--- src/rtl/fwd_hazard_unit_if.sv ---
`default_nettype none
// ============================================================================
// Module   : fwd_hazard_unit_if
// Brief    : Decode/producer-stage bundle for the forwarding and hazard unit.
// Revision : 1.0 - initial release
// ============================================================================
interface fwd_hazard_unit_if #(
  parameter int XLEN       = 32,
  parameter int REG_AW     = 5,
  parameter int NUM_SRC    = 2,
  parameter int NUM_STAGES = 3
);
  localparam int SW = $clog2(NUM_STAGES);

  logic                         flush;
  logic [NUM_SRC*REG_AW-1:0]    src_addr;
  logic [NUM_SRC-1:0]           src_used;
  logic [NUM_STAGES-1:0]        stg_wen;
  logic [NUM_STAGES*REG_AW-1:0] stg_rd;
  logic [NUM_STAGES*XLEN-1:0]   stg_data;
  logic [NUM_STAGES-1:0]        stg_data_vld;
  logic [NUM_SRC-1:0]           fwd_hit;
  logic [NUM_SRC*XLEN-1:0]      fwd_val;
  logic [NUM_SRC*SW-1:0]        fwd_stage;
  logic                         stall;
  logic [7:0]                   stall_cnt;
  logic                         stall_timeout;
  logic [31:0]                  stat_fwd;
  logic [31:0]                  stat_stall;

  modport master (
    output flush, src_addr, src_used, stg_wen, stg_rd, stg_data, stg_data_vld,
    input  fwd_hit, fwd_val, fwd_stage, stall, stall_cnt, stall_timeout,
           stat_fwd, stat_stall
  );

  modport slave (
    input  flush, src_addr, src_used, stg_wen, stg_rd, stg_data, stg_data_vld,
    output fwd_hit, fwd_val, fwd_stage, stall, stall_cnt, stall_timeout,
           stat_fwd, stat_stall
  );
endinterface
`default_nettype wire

--- src/rtl/fwd_hazard_unit.sv ---
`default_nettype none
// ============================================================================
// Module   : fwd_hazard_unit
// Brief    : Youngest-producer operand forwarding with load-use stall FSM,
//            stall watchdog and optional event counters (macro FWD_STATS_EN).
// Revision : 1.0 - initial release
// ============================================================================
module fwd_hazard_unit #(
  parameter int XLEN       = 32,
  parameter int REG_AW     = 5,
  parameter int NUM_SRC    = 2,
  parameter int NUM_STAGES = 3,
  parameter int STALL_MAX  = 15
) (
  input  wire                 clk,
  input  wire                 rst,
  fwd_hazard_unit_if.slave    bus
);
  localparam int SW = $clog2(NUM_STAGES);
  localparam logic [7:0] c_stall_max = 8'(STALL_MAX);

  typedef enum logic [0:0] {S_IDLE = 1'b0, S_STALL = 1'b1} state_t;

  logic [NUM_SRC-1:0] w_hit;
  logic [NUM_SRC-1:0] w_hazard;
  logic               w_stall;
  state_t             r_state, w_state_nxt;
  logic [7:0]         r_stall_cnt, w_cnt_nxt;
  logic               r_timeout;

  for (genvar s = 0; s < NUM_SRC; s++) begin : g_src
    logic [REG_AW-1:0] w_addr;
    logic              w_found;
    logic              w_vld;
    logic [SW-1:0]     w_win;
    logic [XLEN-1:0]   w_val;

    assign w_addr = bus.src_addr[s*REG_AW +: REG_AW];

    // Scan oldest to youngest so the youngest match overrides older ones.
    always_comb begin
      w_found = 1'b0;
      w_vld   = 1'b0;
      w_win   = '0;
      w_val   = '0;
      for (int i = NUM_STAGES - 1; i >= 0; i--) begin
        if (bus.stg_wen[i] && (bus.stg_rd[i*REG_AW +: REG_AW] == w_addr) &&
            (w_addr != '0) && bus.src_used[s]) begin
          w_found = 1'b1;
          w_vld   = bus.stg_data_vld[i];
          w_win   = SW'(i);
          w_val   = bus.stg_data[i*XLEN +: XLEN];
        end
      end
    end

    assign w_hit[s]    = w_found && w_vld;
    assign w_hazard[s] = w_found && !w_vld;
    assign bus.fwd_val[s*XLEN +: XLEN] = w_hit[s] ? w_val : '0;
    assign bus.fwd_stage[s*SW +: SW]   = w_hit[s] ? w_win : '0;
  end : g_src

  assign w_stall     = (|w_hazard) && !bus.flush && !rst;
  assign bus.fwd_hit = w_hit;
  assign bus.stall   = w_stall;

  // Flush is already folded into w_stall, so dropping stall covers it.
  always_comb begin
    w_state_nxt = r_state;
    w_cnt_nxt   = r_stall_cnt;
    case (r_state)
      S_IDLE: begin
        if (w_stall) begin
          w_state_nxt = S_STALL;
          w_cnt_nxt   = 8'd1;
        end else begin
          w_cnt_nxt   = 8'd0;
        end
      end
      S_STALL: begin
        if (w_stall) begin
          w_cnt_nxt   = (r_stall_cnt == 8'hFF) ? r_stall_cnt : r_stall_cnt + 8'd1;
        end else begin
          w_state_nxt = S_IDLE;
          w_cnt_nxt   = 8'd0;
        end
      end
      default: begin
        w_state_nxt = S_IDLE;
        w_cnt_nxt   = 8'd0;
      end
    endcase
  end

  always_ff @(posedge clk or posedge rst) begin
    if (rst) begin
      r_state     <= S_IDLE;
      r_stall_cnt <= 8'd0;
      r_timeout   <= 1'b0;
    end else begin
      r_state     <= w_state_nxt;
      r_stall_cnt <= w_cnt_nxt;
      if (w_stall && (w_cnt_nxt >= c_stall_max)) begin
        r_timeout <= 1'b1;
      end
    end
  end

  assign bus.stall_cnt     = r_stall_cnt;
  assign bus.stall_timeout = r_timeout;

`ifdef FWD_STATS_EN
  logic [31:0] r_stat_fwd, r_stat_stall;

  always_ff @(posedge clk or posedge rst) begin
    if (rst) begin
      r_stat_fwd   <= 32'd0;
      r_stat_stall <= 32'd0;
    end else begin
      if ((|w_hit) && (r_stat_fwd != 32'hFFFF_FFFF)) begin
        r_stat_fwd <= r_stat_fwd + 32'd1;
      end
      if (w_stall && (r_stat_stall != 32'hFFFF_FFFF)) begin
        r_stat_stall <= r_stat_stall + 32'd1;
      end
    end
  end

  assign bus.stat_fwd   = r_stat_fwd;
  assign bus.stat_stall = r_stat_stall;
`else
  assign bus.stat_fwd   = 32'd0;
  assign bus.stat_stall = 32'd0;
`endif

endmodule
`default_nettype wire
--- src/flat_wrapper.sv ---
// flat-port wrapper written by rule: the top's interface ports become plain ports
module fwd_hazard_unit_flat 
#(
  parameter int XLEN       = 32,
  parameter int REG_AW     = 5,
  parameter int NUM_SRC    = 2,
  parameter int NUM_STAGES = 3,
  parameter int STALL_MAX  = 15
)
  (clk, rst, bus_flush, bus_src_addr, bus_src_used, bus_stg_wen, bus_stg_rd, bus_stg_data, bus_stg_data_vld, bus_fwd_hit, bus_fwd_val, bus_fwd_stage, bus_stall, bus_stall_cnt, bus_stall_timeout, bus_stat_fwd, bus_stat_stall);
  fwd_hazard_unit_if #(.XLEN(XLEN), .REG_AW(REG_AW), .NUM_SRC(NUM_SRC), .NUM_STAGES(NUM_STAGES)) bus_i ();
  input  wire clk;
  input  wire rst;
  input wire logic [$bits(bus_i.flush)-1:0] bus_flush;
  input wire logic [$bits(bus_i.src_addr)-1:0] bus_src_addr;
  input wire logic [$bits(bus_i.src_used)-1:0] bus_src_used;
  input wire logic [$bits(bus_i.stg_wen)-1:0] bus_stg_wen;
  input wire logic [$bits(bus_i.stg_rd)-1:0] bus_stg_rd;
  input wire logic [$bits(bus_i.stg_data)-1:0] bus_stg_data;
  input wire logic [$bits(bus_i.stg_data_vld)-1:0] bus_stg_data_vld;
  output wire logic [$bits(bus_i.fwd_hit)-1:0] bus_fwd_hit;
  output wire logic [$bits(bus_i.fwd_val)-1:0] bus_fwd_val;
  output wire logic [$bits(bus_i.fwd_stage)-1:0] bus_fwd_stage;
  output wire logic [$bits(bus_i.stall)-1:0] bus_stall;
  output wire logic [$bits(bus_i.stall_cnt)-1:0] bus_stall_cnt;
  output wire logic [$bits(bus_i.stall_timeout)-1:0] bus_stall_timeout;
  output wire logic [$bits(bus_i.stat_fwd)-1:0] bus_stat_fwd;
  output wire logic [$bits(bus_i.stat_stall)-1:0] bus_stat_stall;
  assign bus_i.flush = bus_flush;
  assign bus_i.src_addr = bus_src_addr;
  assign bus_i.src_used = bus_src_used;
  assign bus_i.stg_wen = bus_stg_wen;
  assign bus_i.stg_rd = bus_stg_rd;
  assign bus_i.stg_data = bus_stg_data;
  assign bus_i.stg_data_vld = bus_stg_data_vld;
  assign bus_fwd_hit = bus_i.fwd_hit;
  assign bus_fwd_val = bus_i.fwd_val;
  assign bus_fwd_stage = bus_i.fwd_stage;
  assign bus_stall = bus_i.stall;
  assign bus_stall_cnt = bus_i.stall_cnt;
  assign bus_stall_timeout = bus_i.stall_timeout;
  assign bus_stat_fwd = bus_i.stat_fwd;
  assign bus_stat_stall = bus_i.stat_stall;
  fwd_hazard_unit #(.XLEN(XLEN), .REG_AW(REG_AW), .NUM_SRC(NUM_SRC), .NUM_STAGES(NUM_STAGES), .STALL_MAX(STALL_MAX)) u_core (.clk(clk), .rst(rst), .bus(bus_i));
endmodule
--- config.mk ---
export PLATFORM = sky130hd
export DESIGN_NAME = fwd_hazard_unit_flat
export DESIGN_NICKNAME = d
export VERILOG_FILES = /design/src/rtl/fwd_hazard_unit_if.sv /design/src/rtl/fwd_hazard_unit.sv /design/src/flat_wrapper.sv
export SDC_FILE = /design/constraint.sdc
export NUM_CORES = 1
export LEC_CHECK = 0
export ABC_AREA = 1
export CAP_MARGIN = 10
export CELL_PAD_IN_SITES_DETAIL_PLACEMENT = 1
export CELL_PAD_IN_SITES_GLOBAL_PLACEMENT = 1
export CORE_ASPECT_RATIO = 1.4
export CORE_UTILIZATION = 23
export DETAILED_ROUTE_END_ITERATION = 7
export PLACE_DENSITY = 0.95
export SETUP_SLACK_MARGIN = 0.05
export SYNTH_ARGS = -nofsm -noshare
export SYNTH_HDL_FRONTEND = slang
export SYNTH_SLANG_ARGS = --single-unit
--- constraint.sdc ---
create_clock -name clk -period 4.1 [get_ports clk]
set_clock_uncertainty 0.2 [all_clocks]
set_input_delay 0.82 -clock clk [delete_from_list [all_inputs] [get_ports clk]]
set_output_delay 0.82 -clock clk [all_outputs]
set_load 0.02 [all_outputs]
---- After elaboration in Yosys (flattened, before gate mapping) ----
Cells that the tools add are included.
storage, ports and cells
  input port bits ......................... 132
  register bits ........................... 10
  output and inout bits ................... 144
  word-level logic and storage cells ...... 78
cells by class
  eq/ne operators ......................... 7
  multiplexer cells ....................... 33
  bitwise logic cells ..................... 1
  add/sub/neg operators ................... 1
  $lt $le $gt $ge ......................... 1
  reductions and logical operators ........ 32
operators by type and width
  kind                                                 number
  2-to-1 mux 32 bit                                    8
  equality test 5 bit                                  6
  logical AND 1 bit                                    25
  2-to-1 mux 2 bit                                     8
  2-to-1 mux 8 bit                                     2
  one-hot mux 8 bit (2 select lines)                   1
  2-to-1 mux 1 bit                                     14
  nonzero test 5 bit                                   2
  adder 8 x 1 -> 8 bit, second input constant          1
  equality test 8 bit, second input constant           1
  >= comparator 8 x 4 -> 1 bit, second input constant  1
  logical NOT 1 bit                                    4
  OR reduction 2 bit                                   1
  NOT 1 bit                                            1

---- Depth between registers and ports, before layout ----
Gate-level depths: netlist (run 1).
  depth after elaboration ................. 16
  gate-level depth with buffers ........... 15
  mapped depth without buffers ............ 15

---- Worst setup path after synthesis (run 1) ----
No wires, ideal clock.
  path kind ............................... input -> output
  start ................................... input port bus_src_addr[2]
  end ..................................... output port bus_fwd_val[10]
  path slack .............................. 631 ps
  arrival time ............................ 2449 ps
  cell stages on the path ................. 11
  data required time ...................... 3080 ps
  path buffers ............................ 1
  cell sequence ........................... nor2_1 nand3_1 inv_1 nor2_1 nand3_1 nor2_2 nor2_4 nand2_2 inv_2 buf_6 a211oi_1
between the ends
  cells in the longest elaborated chain, start to end .. 9
  elaborated cells on any way between the ends .. 24
  those cells by class .................... eq/ne: 3; mux: 10; reduce/logical: 11
ends and longest elaborated chain
  item                            RTL line               RTL
  start: declaration              flat_wrapper.sv:15     input wire logic [$bits(bus_i.src_addr)-1:0] bus_src_addr;
  equality test 5 bit             fwd_hazard_unit.sv:47  if (bus.stg_wen[i] && (bus.stg_rd[i*REG_AW +: REG_AW] == w_addr) &&
  logical AND 1 bit (2 in a row)  fwd_hazard_unit.sv:47
  logical AND 1 bit               fwd_hazard_unit.sv:48  (w_addr != '0) && bus.src_used[s]) begin
  2-to-1 mux 1 bit (3 in a row)   fwd_hazard_unit.sv:47
  logical AND 1 bit *             fwd_hazard_unit.sv:57  assign w_hit[s] = w_found && w_vld;
  net bus_fwd_hit[0]              flat_wrapper.sv:21     output wire logic [$bits(bus_i.fwd_hit)-1:0] bus_fwd_hit;
  2-to-1 mux 32 bit *             fwd_hazard_unit.sv:59  assign bus.fwd_val[s*XLEN +: XLEN] = w_hit[s] ? w_val : '0;
  end: declaration                flat_wrapper.sv:22     output wire logic [$bits(bus_i.fwd_val)-1:0] bus_fwd_val;
Mark *: on every way through the listed nets, which the timed path passes. The rest lies on a longest branch.

---- Worst setup path in the final report (run 1) ----
  start ................................... input port bus_stg_rd[12]
  end ..................................... output port bus_fwd_val[38]
between the ends
  cells in the longest elaborated chain, start to end .. 9
  elaborated cells on any way between the ends .. 15
  those cells by class .................... eq/ne: 1; mux: 10; reduce/logical: 4
ends and longest elaborated chain
  item                              RTL line               RTL
  start: declaration                flat_wrapper.sv:18     input wire logic [$bits(bus_i.stg_rd)-1:0] bus_stg_rd;
  equality test 5 bit *             fwd_hazard_unit.sv:47
  logical AND 1 bit * (2 in a row)  fwd_hazard_unit.sv:47
  logical AND 1 bit *               fwd_hazard_unit.sv:48
  2-to-1 mux 1 bit (3 in a row)     fwd_hazard_unit.sv:47
  logical AND 1 bit                 fwd_hazard_unit.sv:57
  2-to-1 mux 32 bit *               fwd_hazard_unit.sv:59
Mark *: on every way between the ends. The rest lies on a longest branch, timed or not.

==> results.sh, run 1 <==
export IMPL_irDropWorstVdd_mv=0.0945
export IMPL_synth_top_area_share_pct=16.8
export IMPL_async_flop_share_pct=100
export IMPL_grt_first_pass_wirelength_mm=26.4
export IMPL_maxCapViolCount=0
export IMPL_place_area_um2=5740
export IMPL_syn_cell_area_um2=3340
export IMPL_synthCells=516
export IMPL_post_synth_top_count_cell="nand2_1"
export IMPL_crit_type="input port to output pin"
export IMPL_cts_root_buffer="clkbuf_16"
export IMPL_setup_tns_ps=0
export IMPL_path_max_fanout=7
export IMPL_drc=0
export IMPL_whs_endpoint="u_core.bus.stall_timeout"
export IMPL_hold_viol=0
export IMPL_p_int_mw=0.408
export IMPL_switching_power_mw=0.249
export IMPL_die_y_um=145
export IMPL_ys_ff_latch=10
export IMPL_wl_per_cell_um=19.2
export IMPL_dp_hpwl_mm=14.0
export IMPL_cts_buffers=3
export IMPL_status="complete, no violations"
export IMPL_start_util_pct=23.8
export IMPL_path_clk_slew_ps=40
export IMPL_p_leak_nw=2.71
export IMPL_fin_total_pwr_mw=0.657
export IMPL_cts_tree="built"
export IMPL_worstPathArrival_ps=2950
export IMPL_hold_path_class="flip-flop to flip-flop"
export IMPL_fmax_ghz=0.252
export IMPL_fin_nets=891
export IMPL_min_delay_start="u_core.bus.stall_timeout"
export IMPL_synth_top_flop_cell="dfrtp_1"
export IMPL_drt_total_wl_mm=18.1
export IMPL_min_period_over_period_pct=96.9
export IMPL_clock_sinks=10
export IMPL_clock_path_buffers=2
export IMPL_regToRegSetupSlack_ps=1810
export IMPL_finalSetupViolCount=0
export IMPL_htree_levels=1
export IMPL_via_per_inst=5.02
export IMPL_endpoint_kind="output pin"
export IMPL_core_area_um2=14000
export IMPL_antenna_found_initial=0
export IMPL_r2r_start="u_core.bus.stall_cnt[1]"
export IMPL_synth_cell_types=31
export IMPL_yosysSeqAreaShare_pct=7.48
export IMPL_power_frac_comb_pct=54.5
export IMPL_design_area_um2=5990
export IMPL_io_buffers=211
export IMPL_drtIter0Drc=235
export IMPL_diodes=0
export IMPL_power_density_nw_per_um2=110
export IMPL_vias=4726
export IMPL_grt_use_total_pct=22.1
export IMPL_overflow=0
export IMPL_area_growth_pct=79.2
export IMPL_insertion_delay_ps=240
export IMPL_startpoint_type="input port"
export IMPL_layout_drive_gt1_share_pct=30.3
export IMPL_drtPass1Iterations=6
export IMPL_worstPathRequired_ps=3080
export IMPL_whs_path_depth=2
export IMPL_p_sw_share_pct=37.8
export IMPL_place_ws_ps=-522
export IMPL_synth_top_cells_by_count="98 x nand2_1, 75 x inv_1, 64 x a221oi_1, 64 x buf_4, 38 x nor2_1"
export IMPL_reg2reg_to="u_core.bus.stall_timeout"
export IMPL_power_frac_seq_pct=15.2
export IMPL_yosys_warnings=0
export IMPL_layout_setup_ws_ps=129
export IMPL_syn_avg_cell_area_um2=6.48
export IMPL_fp_dieW_um=104
export IMPL_final_antenna_net_count=0
export IMPL_finalCoreUtilization_pct=42.7
export IMPL_p_clk_share_pct=30.2
export IMPL_io_pins=276
export IMPL_dieArea_um2=15000
export IMPL_grt_max_degree=57
export IMPL_period_needed_ps=3970
export IMPL_yosysTopAreaCell="a221oi_1"
export IMPL_synth_area_leaders="a221oi_1 17%, buf_4 14%, nand2_1 11%, a211oi_2 11%, inv_1 8.4%"
export IMPL_grt_setup_unrepaired="yes"
export IMPL_grt_pass1_vias=4889
export IMPL_synth_edf_count=0
export IMPL_gp_congestion=0.920
export IMPL_num_rows=51
export IMPL_r2r_cells=11
export IMPL_report_final_slew_viol_count=0
export IMPL_cts_hold_buf=0
power by group through the flow:
stage	Combinational [mW]	Sequential, mW	Clock (mW)
floorplan	0.186	0.102	0
finish	0.358	0.100	0.199
CTS	0.342	0.100	0.202
global route	0.381	0.100	0.209
global placement	0.327	0.101	0
detailed placement	0.334	0.101	0
final cells by class:
cell class / instances / area [um2]
fillers: 1768 / 8050
multi-input cells: 388 / 2630
repair buffers: 270 / 2470
inverters: 85 / 319
flip-flops and latches: 10 / 250
well taps: 185 / 231
clock buffers: 4 / 88.8
stage by stage:
step,hold slack (ps),instances
3_3_place_gp,278,928
6_report,300,942
2_1_floorplan,333,579
4_1_cts,303,936
3_5_place_dp,297,928
5_1_grt,313,942
placed cells by master, fill, tap and decap left out, types with 6 or more instances in the layout:
| cell | synthesis | layout |
|---|---|---|
| dfrtp_1 | 10 | 10 |
| buf_12 | 0 | 10 |
| nand2_1 | 98 | 97 |
| nor2_2 | 2 | 7 |
| clkbuf_2 | 0 | 8 |
| nor2_1 | 38 | 31 |
| clkdlybuf4s50_1 | 0 | 132 |
| conb_1 | 1 | 64 |
| nor2_4 | 4 | 6 |
| a211oi_2 | 29 | 40 |
| buf_2 | 19 | 38 |
| a221oi_2 | 0 | 20 |
| nand3_1 | 16 | 15 |
| buf_4 | 64 | 59 |
| a221oi_1 | 64 | 43 |
| inv_1 | 75 | 73 |
| a211oi_1 | 35 | 20 |
| inv_2 | 10 | 12 |
| dlymetal6s2s_1 | 0 | 7 |
| buf_6 | 6 | 7 |
layer usage:
metal	GRT usage, %	up-vias	part of all wire, %
li1	-	2167	-
met1	22.5	2238	36
met2	44.8	271	54
met3	3.22	50	6.3
met4	8.95	0	4.0
met5	0	-	0
state kept, by name, indices dropped and copies added, names as in the netlist:
| name | flops |
|---|---|
| u_core.bus.stall_cnt | 8 |
| u_core.bus.stall_timeout | 1 |
| u_core.r_state | 1 |
cells by family (layout without fill, tap and decap cells):
kind of cell               count (synthesis)  after routing  synth area share, %
AOI/OAI and AO/OA                        143            143                 37.9
other                                      1             64                0.112
and+or+nand+nor                          175            175                 23.3
DFF                                       10             10                 7.48
xor gates and xnor gates                   5              5                 1.31
buffers and inverters                    181            359                 29.6
adders and majority gates                  1              1                0.374
how the worst max path moves through the flow:
stage / from / to / slack (ps) / depth (start not counted)
final: bus_stg_rd[12] / bus_fwd_val[38] / 130 / 15
after global routing: bus_stg_rd[12] / bus_fwd_val[1] / -10 / 13
after CTS: bus_src_addr[7] / bus_fwd_val[60] / 40 / 13
after detailed placement: bus_src_addr[1] / bus_fwd_val[1] / -520 / 13
after global placement: bus_src_addr[4] / bus_fwd_val[1] / -540 / 13
after floorplan: bus_src_addr[2] / bus_fwd_val[10] / 630 / 11
timing repair:
item,in CTS,in global routing
buffers inserted,4,4
gates resized for setup,280,92
pin swaps,1,10
hold endpoints to repair,0,0
gates cloned,0,2
setup endpoints to repair,66,69
critical path: stages:
cell and delay, ps:
clkdlybuf4s50_1 460, inv_1 100, nand2_1 50, nand2_1 100
nand3_1 120, nor2_1 130, nand2_2 90, nor2_4 100
nand3_2 90, inv_2 90, nor2_4 60, buf_12 130
buf_12 130, a211oi_2 250, buf_2 220
(Power assumes the default switching activity.)
==> run 2: changes to the inputs <==
--- a/config.mk
+++ b/config.mk
@@ -12,6 +12,7 @@
 export CORE_ASPECT_RATIO = 1.4
 export CORE_UTILIZATION = 23
 export DETAILED_ROUTE_END_ITERATION = 7
+export HOLD_SLACK_MARGIN = 0.03
 export PLACE_DENSITY = 0.95
 export SETUP_SLACK_MARGIN = 0.05
 export SYNTH_ARGS = -nofsm -noshare
==> constraint.sdc (replaced) <==
create_clock -name clk -period 4.1 [get_ports clk]
set_clock_uncertainty 0.2 [all_clocks]
set_input_delay 0.82 -clock clk [delete_from_list [all_inputs] [get_ports clk]]
set_output_delay 0.82 -clock clk [all_outputs]
set_load 0.01 [all_outputs]
==> results.sh, run 2 (synthesis results as in run 1) <==
export IMPL_status="complete, no violations"
export IMPL_report_final_slew_viol_count=0
export IMPL_power_frac_comb_pct=53.9
export IMPL_insertion_delay_ps=240
export IMPL_p_leak_nw=2.88
export IMPL_clock_path_buffers=2
export IMPL_finalCoreUtilization_pct=44.6
export IMPL_final_antenna_net_count=0
export IMPL_finalSetupViolCount=0
export IMPL_io_pins=276
export IMPL_via_per_inst=4.99
export IMPL_drtIter0Drc=175
export IMPL_cts_buffers=3
export IMPL_core_area_um2=14000
export IMPL_crit_type="input port to output pin"
export IMPL_clock_sinks=10
export IMPL_fin_total_pwr_mw=0.635
export IMPL_gp_congestion=0.978
export IMPL_cts_hold_buf=0
export IMPL_maxCapViolCount=0
export IMPL_antenna_found_initial=0
export IMPL_layout_drive_gt1_share_pct=31.9
export IMPL_endpoint_kind="output pin"
export IMPL_grt_use_total_pct=22.9
export IMPL_wl_per_cell_um=18.7
export IMPL_placed_cells_incl_taps=945
export IMPL_hold_viol=0
export IMPL_p_sw_share_pct=34.9
export IMPL_start_util_pct=23.8
export IMPL_fp_dieW_um=104
export IMPL_grt_pass1_vias=5131
export IMPL_die_y_um=145
export IMPL_min_period_over_period_pct=96.6
export IMPL_largest_reg_flops=8
export IMPL_drt_total_wl_mm=18.0
export IMPL_dieArea_um2=15000
export IMPL_power_density_nw_per_um2=101
export IMPL_place_area_um2=5920
export IMPL_design_area_um2=6260
export IMPL_drc=0
export IMPL_place_ws_ps=-422
export IMPL_hold_path_class="flip-flop to flip-flop"
export IMPL_area_growth_pct=87.2
export IMPL_period_needed_ps=3960
export IMPL_whs_ps=295
export IMPL_grt_max_degree=31
export IMPL_path_max_fanout=5
export IMPL_dp_hpwl_mm=14.4
export IMPL_cts_root_buffer="clkbuf_16"
export IMPL_fill_cells=1756
export IMPL_cts_tree="built"
export IMPL_p_clk_share_pct=30.3
export IMPL_mostFrequentLayoutCells="125 x clkdlybuf4s50_1, 94 x nand2_1, 72 x inv_1"
export IMPL_fmax_ghz=0.252
export IMPL_power_frac_seq_pct=15.8
export IMPL_drtPass1Iterations=4
export IMPL_io_buffers=211
export IMPL_diodes=0
export IMPL_num_rows=51
export IMPL_grt_first_pass_wirelength_mm=27.3
export IMPL_startpoint_type="input port"
export IMPL_worstPathArrival_ps=2940
export IMPL_final_cell_count_no_fill=963
export IMPL_worstPathRequired_ps=3080
export IMPL_layout_commonest_cell="clkdlybuf4s50_1"
export IMPL_htree_levels=1
export IMPL_fin_nets=912
export IMPL_grt_setup_unrepaired="yes"
export IMPL_layout_setup_ws_ps=139
export IMPL_vias=4809
export IMPL_setup_tns_ps=0
export IMPL_path_clk_slew_ps=40
export IMPL_p_int_mw=0.414
export IMPL_overflow=0
export IMPL_irDropWorstVdd_mv=0.0910
export IMPL_switching_power_mw=0.222
-- run 2: repair_timing --
item / in CTS / in global routing
gates cloned: 3 / 0
pin swaps: 8 / 9
gates resized for setup: 145 / 146
endpoints found under the hold margin: 0 / 0
endpoints found under the setup margin: 66 / 65
setup buffers: 7 / 4
-- run 2: final cells by class --
cell class | count | area (um2) | share of cell area (%)
Clock buffer | 4 | 88.8 | 1.42
Tap cell | 185 | 231 | 3.70
Sequential cell | 10 | 250 | 4.00
Inverter | 85 | 322 | 5.13
Multi-Input combinational cell | 389 | 2660 | 42.5
Timing Repair Buffer | 290 | 2710 | 43.2
-- run 2: final timing paths --
check / to / slack (ps) / from / depth (start not counted)
min reg2reg: u_core.bus.stall_timeout / 290 / u_core.bus.stall_timeout / 2
max: bus_fwd_val[43] / 140 / bus_stg_wen[2] / 14
max reg2reg: u_core.bus.stall_timeout / 1750 / u_core.bus.stall_cnt[1] / 11
min in group asynchronous: u_core.bus.stall_timeout / 820 / rst / 3
max in group asynchronous: u_core.bus.stall_cnt[2] / 2730 / rst / 3
min: u_core.bus.stall_timeout / 290 / u_core.bus.stall_timeout / 2
-- run 2: power by group through the flow --
stage          sequential (mW)  combinational [mW]  clock [mW]
2_1_floorplan            0.101               0.158           0
3_3_place_gp             0.101               0.307           0
3_5_place_dp             0.101               0.316           0
4_1_cts                  0.100               0.324       0.192
5_1_grt                  0.100               0.367       0.199
6_report                 0.100               0.343       0.192
-- run 2: layer usage --
layer,track usage [%],up-vias,wire length [um],share of wire (%)
met5,0,-,0,0
met4,8.95,0,718,4.0
met3,3.18,50,992,5.5
met2,47.6,266,9830,55
met1,22.6,2279,6440,36
li1,-,2214,-,-
-- run 2: critical path, stage by stage --
cell and delay (ps):
clkdlybuf4s50_1 470, nand2_1 70, a21oi_2 130, nand2_1 80, nor2_2 120, nand2_2 80
nor2_4 90, nand3_2 110, inv_4 110, nor2_4 40, buf_12 140, buf_6 130
a211oi_2 240, dlygate4sd2_1 300
